==> src/rtl/regfile_wb_ctrl_if.sv <==
// rtl/regfile_wb_ctrl_if.sv - result inputs, register write port and hazard lookup bundle
interface regfile_wb_ctrl_if #(
   parameter int DEPTH  = 4,
   parameter int ADDR_W = 5,
   parameter int DATA_W = 32
);
   localparam int CNT_W = $clog2(DEPTH) + 1;

   logic              mem_valid;
   logic              mem_ready;
   logic [ADDR_W-1:0] mem_waddr;
   logic [DATA_W-1:0] mem_wdata;
   logic              alu_valid;
   logic              alu_ready;
   logic [ADDR_W-1:0] alu_waddr;
   logic [DATA_W-1:0] alu_wdata;
   logic              we;
   logic [ADDR_W-1:0] waddr;
   logic [DATA_W-1:0] wdata;
   logic [ADDR_W-1:0] chk_addr1;
   logic              chk_hit1;
   logic [ADDR_W-1:0] chk_addr2;
   logic              chk_hit2;
   logic [CNT_W-1:0]  count;

   modport master (
      output mem_valid, mem_waddr, mem_wdata,
      output alu_valid, alu_waddr, alu_wdata,
      output chk_addr1, chk_addr2,
      input  mem_ready, alu_ready,
      input  we, waddr, wdata,
      input  chk_hit1, chk_hit2, count
   );

   modport slave (
      input  mem_valid, mem_waddr, mem_wdata,
      input  alu_valid, alu_waddr, alu_wdata,
      input  chk_addr1, chk_addr2,
      output mem_ready, alu_ready,
      output we, waddr, wdata,
      output chk_hit1, chk_hit2, count
   );
endinterface

==> src/rtl/regfile_wb_ctrl.sv <==
// rtl/regfile_wb_ctrl.sv - in-order writeback queue owning the register file write port
// MEM and ALU results enter an in-order queue; one entry retires per cycle with RAW lookups.
module regfile_wb_ctrl #(
   parameter int DEPTH  = 4,
   parameter int ADDR_W = 5,
   parameter int DATA_W = 32
) (
   input  logic            clk,
   input  logic            rst,
   input  logic            rdy,
   regfile_wb_ctrl_if.slave bus
);
   localparam int PTR_W = $clog2(DEPTH);
   localparam int CNT_W = PTR_W + 1;

   logic [ADDR_W-1:0] q_addr [DEPTH];
   logic [DATA_W-1:0] q_data [DEPTH];
   logic [PTR_W-1:0]  head;
   logic [PTR_W-1:0]  tail;
   logic [PTR_W-1:0]  alu_slot;
   logic [PTR_W-1:0]  offs [DEPTH];
   logic [DEPTH-1:0]  live;
   logic [CNT_W-1:0]  count_nxt;
   logic              mem_st;
   logic              alu_st;
   logic              pop;
   logic              hit1_q;
   logic              hit2_q;

   // Readies look only at the registered count so the pop path never feeds back into them.
   assign bus.mem_ready = rdy && (bus.count < CNT_W'(DEPTH));
   assign bus.alu_ready = rdy && ((bus.count < CNT_W'(DEPTH - 1)) ||
                                  ((bus.count < CNT_W'(DEPTH)) && !bus.mem_valid));

   // Writes to x0 complete the handshake but never occupy a slot.
   assign mem_st    = bus.mem_valid && bus.mem_ready && (bus.mem_waddr != '0);
   assign alu_st    = bus.alu_valid && bus.alu_ready && (bus.alu_waddr != '0);
   assign pop       = rdy && (bus.count != '0);
   assign alu_slot  = tail + PTR_W'(mem_st);
   assign count_nxt = bus.count + CNT_W'(mem_st) + CNT_W'(alu_st) - CNT_W'(pop);

   always_ff @(posedge clk or negedge rst) begin
      if (!rst) begin
         head      <= '0;
         tail      <= '0;
         bus.count <= '0;
         bus.we    <= 1'b0;
         bus.waddr <= '0;
         bus.wdata <= '0;
      end else if (rdy) begin
         bus.count <= count_nxt;
         tail      <= tail + PTR_W'(mem_st) + PTR_W'(alu_st);
         if (pop) begin
            bus.we    <= 1'b1;
            bus.waddr <= q_addr[head];
            bus.wdata <= q_data[head];
            head      <= head + PTR_W'(1);
         end else begin
            bus.we <= 1'b0;
         end
      end
   end

   // MEM is the older instruction, so it always takes the lower slot.
   always_ff @(posedge clk) begin
      if (rdy) begin
         if (mem_st) begin
            q_addr[tail] <= bus.mem_waddr;
            q_data[tail] <= bus.mem_wdata;
         end
         if (alu_st) begin
            q_addr[alu_slot] <= bus.alu_waddr;
            q_data[alu_slot] <= bus.alu_wdata;
         end
      end
   end

   always_comb begin
      for (int i = 0; i < DEPTH; i++) begin
         offs[i] = PTR_W'(i) - head;
         live[i] = ({1'b0, offs[i]} < bus.count);
      end
   end

   // A slot is pending when its distance from head is below count; the port register also counts.
   always_comb begin
      hit1_q = bus.we && (bus.waddr == bus.chk_addr1);
      hit2_q = bus.we && (bus.waddr == bus.chk_addr2);
      for (int i = 0; i < DEPTH; i++) begin
         if (live[i] && (q_addr[i] == bus.chk_addr1)) hit1_q = 1'b1;
         if (live[i] && (q_addr[i] == bus.chk_addr2)) hit2_q = 1'b1;
      end
   end

   assign bus.chk_hit1 = hit1_q && (bus.chk_addr1 != '0);
   assign bus.chk_hit2 = hit2_q && (bus.chk_addr2 != '0);
endmodule

==> src/flat_wrapper.sv <==
// flat-port wrapper written by rule: the top's interface ports become plain ports
module regfile_wb_ctrl_flat 
#(
   parameter int DEPTH  = 4,
   parameter int ADDR_W = 5,
   parameter int DATA_W = 32
)
  (clk, rst, rdy, bus_mem_valid, bus_mem_waddr, bus_mem_wdata, bus_alu_valid, bus_alu_waddr, bus_alu_wdata, bus_chk_addr1, bus_chk_addr2, bus_mem_ready, bus_alu_ready, bus_we, bus_waddr, bus_wdata, bus_chk_hit1, bus_chk_hit2, bus_count);
  regfile_wb_ctrl_if #(.DEPTH(DEPTH), .ADDR_W(ADDR_W), .DATA_W(DATA_W)) bus_i ();
  input  logic clk;
  input  logic rst;
  input  logic rdy;
  input wire logic [$bits(bus_i.mem_valid)-1:0] bus_mem_valid;
  input wire logic [$bits(bus_i.mem_waddr)-1:0] bus_mem_waddr;
  input wire logic [$bits(bus_i.mem_wdata)-1:0] bus_mem_wdata;
  input wire logic [$bits(bus_i.alu_valid)-1:0] bus_alu_valid;
  input wire logic [$bits(bus_i.alu_waddr)-1:0] bus_alu_waddr;
  input wire logic [$bits(bus_i.alu_wdata)-1:0] bus_alu_wdata;
  input wire logic [$bits(bus_i.chk_addr1)-1:0] bus_chk_addr1;
  input wire logic [$bits(bus_i.chk_addr2)-1:0] bus_chk_addr2;
  output wire logic [$bits(bus_i.mem_ready)-1:0] bus_mem_ready;
  output wire logic [$bits(bus_i.alu_ready)-1:0] bus_alu_ready;
  output wire logic [$bits(bus_i.we)-1:0] bus_we;
  output wire logic [$bits(bus_i.waddr)-1:0] bus_waddr;
  output wire logic [$bits(bus_i.wdata)-1:0] bus_wdata;
  output wire logic [$bits(bus_i.chk_hit1)-1:0] bus_chk_hit1;
  output wire logic [$bits(bus_i.chk_hit2)-1:0] bus_chk_hit2;
  output wire logic [$bits(bus_i.count)-1:0] bus_count;
  assign bus_i.mem_valid = bus_mem_valid;
  assign bus_i.mem_waddr = bus_mem_waddr;
  assign bus_i.mem_wdata = bus_mem_wdata;
  assign bus_i.alu_valid = bus_alu_valid;
  assign bus_i.alu_waddr = bus_alu_waddr;
  assign bus_i.alu_wdata = bus_alu_wdata;
  assign bus_i.chk_addr1 = bus_chk_addr1;
  assign bus_i.chk_addr2 = bus_chk_addr2;
  assign bus_mem_ready = bus_i.mem_ready;
  assign bus_alu_ready = bus_i.alu_ready;
  assign bus_we = bus_i.we;
  assign bus_waddr = bus_i.waddr;
  assign bus_wdata = bus_i.wdata;
  assign bus_chk_hit1 = bus_i.chk_hit1;
  assign bus_chk_hit2 = bus_i.chk_hit2;
  assign bus_count = bus_i.count;
  regfile_wb_ctrl #(.DEPTH(DEPTH), .ADDR_W(ADDR_W), .DATA_W(DATA_W)) u_core (.clk(clk), .rst(rst), .rdy(rdy), .bus(bus_i));
endmodule
==> config.mk <==
export PLATFORM = sky130hd
export DESIGN_NAME = regfile_wb_ctrl_flat
export DESIGN_NICKNAME = d
export VERILOG_FILES = /design/src/rtl/regfile_wb_ctrl_if.sv /design/src/rtl/regfile_wb_ctrl.sv /design/src/flat_wrapper.sv
export SDC_FILE = /design/constraint.sdc
export NUM_CORES = 1
export LEC_CHECK = 0
export CAP_MARGIN = 10
export CORE_UTILIZATION = 48
export DETAILED_ROUTE_END_ITERATION = 8
export PLACE_DENSITY = 0.71
export SYNTH_ARGS = -nofsm -noshare
export SYNTH_HDL_FRONTEND = slang
export SYNTH_SLANG_ARGS = --single-unit
==> constraint.sdc <==
create_clock -name clk -period 4.03 [get_ports clk]
set_input_delay 0.806 -clock clk [delete_from_list [all_inputs] [get_ports clk]]
set_output_delay 0.806 -clock clk [all_outputs]
set_load 0.05 [all_outputs]
==> flow_summary_export.csv <==
group,metric,value,unit
cells_and_area,drive_gt1_share,30.9,%
sta,finalCriticalPeriod,3.58,ns
sta,rsz0062_at_grt,"no",
synth,synth_top_family_by_area,"multiplexers",
flow_run,max_cap_violations,0,
worst_setup_path,crit_family,"simple AND/OR/NAND/NOR gates",
clock_network,clk_path_buf_depth,2,
detailed_routing,vias,6095,
pwr,p_sw,2.92,mW
clock_network,clock_latency,0.44,ns
detailed_routing,drt_iter0_drc,438,
synth,ys.flop_type,"edfxtp_1",
sta,hold_viol,0,
pwr,total_power,7.74,mW
grt,grt.total_usage,23.2,%
sta,max_slew_margin,56.9,%
synth,syn_area,9840,um2
sta,setup_tns,0,ns
cells_and_area,antenna_cells,0,
detailed_routing,drc,0,
die,initial_core_util,48.8,%
pwr,power_density,635,nW/um2
synth,ys_types,39,
grt,grt-ovfl-total,0,
synth,synthAdderAreaFrac,1.42,%
synth,synth_area_per_cell,14.5,um2
cells_and_area,postLayoutCoreUtil,60.5,%
grt,antenna_found_initial,0,
sta,drv_slew,0,
worst_setup_path,crit_fanout,19,
pwr,pwr-share-seq,37.0,%
die,fp.coreArea,20200,um2
sta,timing.fmax,279,MHz
clock_network,ctsHtreeMaxLevel,4,
pwr,p_int,4.82,mW
die,die_w,145,um
clock_network,cts.sinks,193,
worst_setup_path,slowest_stage,"or4_1",
cells_and_area,synthToLayoutAreaGrowth,23.9,%
clock_network,cts_tree,"yes",
synth,yosys_warnings,0,
synth,postSynthCellCount,678,
die,ios,134,
clock_network,ctsResizeCount,0,
grt,grt_max_degree,40,
sta,setup_viol,0,
clock_network,clkTransAtPathRegs,0.07,ns
detailed_routing,finalWirelength,23300,um
sta,clock_skew,0.0138,ns
detailed_routing,avgViaCountPerCell,5.56,
die,die_h,145,um
detailed_routing,drtAntennaViolNets,0,
die,rows,52,
worst_hold_path,hold_path_class,"in2async",
worst_setup_path,worstSetupPathType,"in2reg",
worst_setup_path,start_kind,"primary input",
cells_and_area,stdcell_count,1096,
outcome,status,"completed",
place,port_buffers,133,
clock_network,root_buffer,"clkbuf_16",
place,routabilityCongestion,0.854,
synth,synth_edf_count,148,
place,dpl.cell_count,1064,
cells_and_area,finalNetCount,912,
synth,seq_area_frac_synth,56.6,%
clock_network,numCtsBuffers,17,
clock_network,post_cts_buffers,0,
grt,grt_pass1_vias,6524,
synth,synth_compound_area_share,1.27,%
synth,async_flop_share,23.3,%
sta,fin_crit_sh,88.8,%
synth,synth-seq-cells,193,
worst_setup_path,cp.required,4.21,ns
die,die-area,21100,um2
worst_setup_path,arrival,3.76,ns
pwr,p_leak,4.38,nW
detailed_routing,drt_first_pass_iters,4,
synth,syn_nets,777,
clock_network,hold_buffers,0,
synth,synth-simple-area-share,6.93,%
worst_setup_path,end_kind,"flip-flop",
pwr,swShare,37.7,%
worst_setup_path,slowest_delay,0.58,ns
cells_and_area,num-fill-cells,1579,
worst_setup_path,worstPathCellList,"clkdlybuf4s50_1 > or4_1 > o211a_1 > ha_1 > xnor2_1 > nor3b_2 > buf_4 > buf_12 > mux2_2",
grt,grt_pass1_wl,36700,um
pwr,p_comb_share,42.0,%
pwr,pwr-share-clk,21.0,%
synth,synth_xor_xnor_area_share,5.07,%
place,post-dp-hpwl,15400,um
synth,muxShareOfSynthArea,25.6,%
detailed_routing,wl_per_cell,21.3,um
worst_setup_path,path_buf_inv,3,
pwr,ir_drop,389,uV
sta,worst_pin_slew,0.647,ns
worst register-to-register path: cells and delay by family, from the launching register on:
kind            cells  cell delay, ns
fa+ha+maj           1            0.23
compound gates      2            0.45
xor+xnor            1            0.16
buf+inv             2            0.49
simple gates        2            0.63
flops               1            0.46
power by group through the flow:
| stage | clock network (mW) | logic, mW | registers (mW) |
|---|---|---|---|
| floorplan | 0 | 1.53 | 3.53 |
| global placement | 0 | 3.22 | 2.88 |
| detailed placement | 0 | 3.28 | 2.90 |
| CTS | 1.65 | 3.30 | 2.86 |
| global route | 1.72 | 3.46 | 2.90 |
| finish | 1.62 | 3.25 | 2.86 |
cells by family (layout without fill, tap and decap cells):
family | Yosys count | in the layout
buf+inv | 56 | 204
xor+xnor | 57 | 57
simple gates | 158 | 158
compound gates | 18 | 18
flops | 193 | 193
fa+ha+maj | 10 | 10
mux | 186 | 186
per-stage QoR:
| step | worst slack [ns] | hold WS [ns] | area [um2] |
|---|---|---|---|
| 6_report | 0.450 | 0.387 | 12200 |
| 5_1_grt | 0.355 | 0.399 | 12200 |
| 4_1_cts | 0.476 | 0.395 | 12200 |
| 3_5_place_dp | 0.0378 | 0.461 | 11600 |
| 3_3_place_gp | 0.123 | 0.458 | 11600 |
| 2_1_floorplan | 0.0421 | 0.510 | 9850 |
path summary, 6_finish.rpt:
path / to / slack, ns / cells after the start / startpoint
max: u_core.q_data[0][2] / 0.45 / 9 / bus_mem_waddr[1]
min: u_core.bus.wdata[10] / 0.39 / 1 / rst
max reg2reg: u_core.q_data[3][10] / 1.27 / 8 / u_core.bus.count[2]
min reg2reg: u_core.bus.wdata[0] / 0.47 / 2 / u_core.bus.wdata[0]
max in group asynchronous: u_core.head[1] / 2.79 / 2 / rst
min in group clk: u_core.bus.wdata[0] / 0.47 / 2 / u_core.bus.wdata[0]
layout by cell type, fill, tap and decap left out, types with 2 or more instances in the layout:
| cell | Yosys | layout |
|---|---|---|
| a21oi_1 | 5 | 5 |
| buf_12 | 0 | 12 |
| buf_4 | 0 | 19 |
| clkbuf_16 | 0 | 17 |
| clkdlybuf4s50_1 | 0 | 129 |
| clkinv_1 | 0 | 2 |
| clkinv_4 | 0 | 4 |
| clkinvlp_4 | 0 | 2 |
| dfrtp_1 | 45 | 43 |
| dfrtp_2 | 0 | 2 |
| edfxtp_1 | 148 | 148 |
| fa_1 | 2 | 2 |
| ha_1 | 8 | 8 |
| inv_1 | 10 | 10 |
| inv_6 | 0 | 3 |
| mux2_1 | 4 | 4 |
| mux2_2 | 144 | 144 |
| mux4_2 | 37 | 37 |
| nand2_1 | 116 | 116 |
| nand3_1 | 7 | 7 |
| nand4_1 | 4 | 4 |
| nor2_1 | 5 | 5 |
| nor2b_1 | 2 | 2 |
| nor3_1 | 6 | 5 |
| nor3b_2 | 0 | 2 |
| nor4_1 | 8 | 8 |
| o211a_1 | 2 | 2 |
| o21a_1 | 2 | 2 |
| o21ai_0 | 2 | 2 |
| or4_1 | 4 | 4 |
| xnor2_1 | 36 | 36 |
| xor2_1 | 21 | 21 |
metal layers:
layer / up-vias / share of wire [%] / track usage [%] / wire [um]
li1: 2780 / - / - / -
met1: 3111 / 43 / 29.4 / 9950
met2: 179 / 52 / 40.6 / 12000
met3: 25 / 4.4 / 3.87 / 1020
met4: 0 / 1.4 / 6.84 / 325
met5: - / 0 / 0 / 0
registers in the layout (all words and copies together) (netlist names):
signal	flops
u_core.q_data	128
u_core.tail	2
u_core.head	2
u_core.q_addr	20
u_core.bus.waddr	5
u_core.bus.count	3
u_core.bus.wdata	32
u_core.bus.we	1
layout make-up:
cell class / count / area, um2 / share of cell area, %
Clock buffer: 18 / 429 / 3.52
Timing Repair Buffer: 161 / 1680 / 13.8
Inverter: 11 / 41.3 / 0.339
Sequential cell: 193 / 5570 / 45.7
Tap cell: 270 / 338 / 2.77
Multi-Input combinational cell: 429 / 4000 / 32.8
Clock inverter: 14 / 130 / 1.07
synth_stat cells (5+ instances only):
cell type,count,area [um2]
edfxtp_1,148,4440
mux2_2,144,1620
nand2_1,116,435
dfrtp_1,45,1130
mux4_2,37,833
xnor2_1,36,315
clkbuf_1,21,78.8
xor2_1,21,184
buf_6,12,135
inv_1,10,37.5
buf_2,8,40.0
ha_1,8,100
nor4_1,8,50.1
nand3_1,7,35.0
nor3_1,6,30.0
a21oi_1,5,25.0
nor2_1,5,18.8
Note: power is estimated with default switching activity, not from simulation.
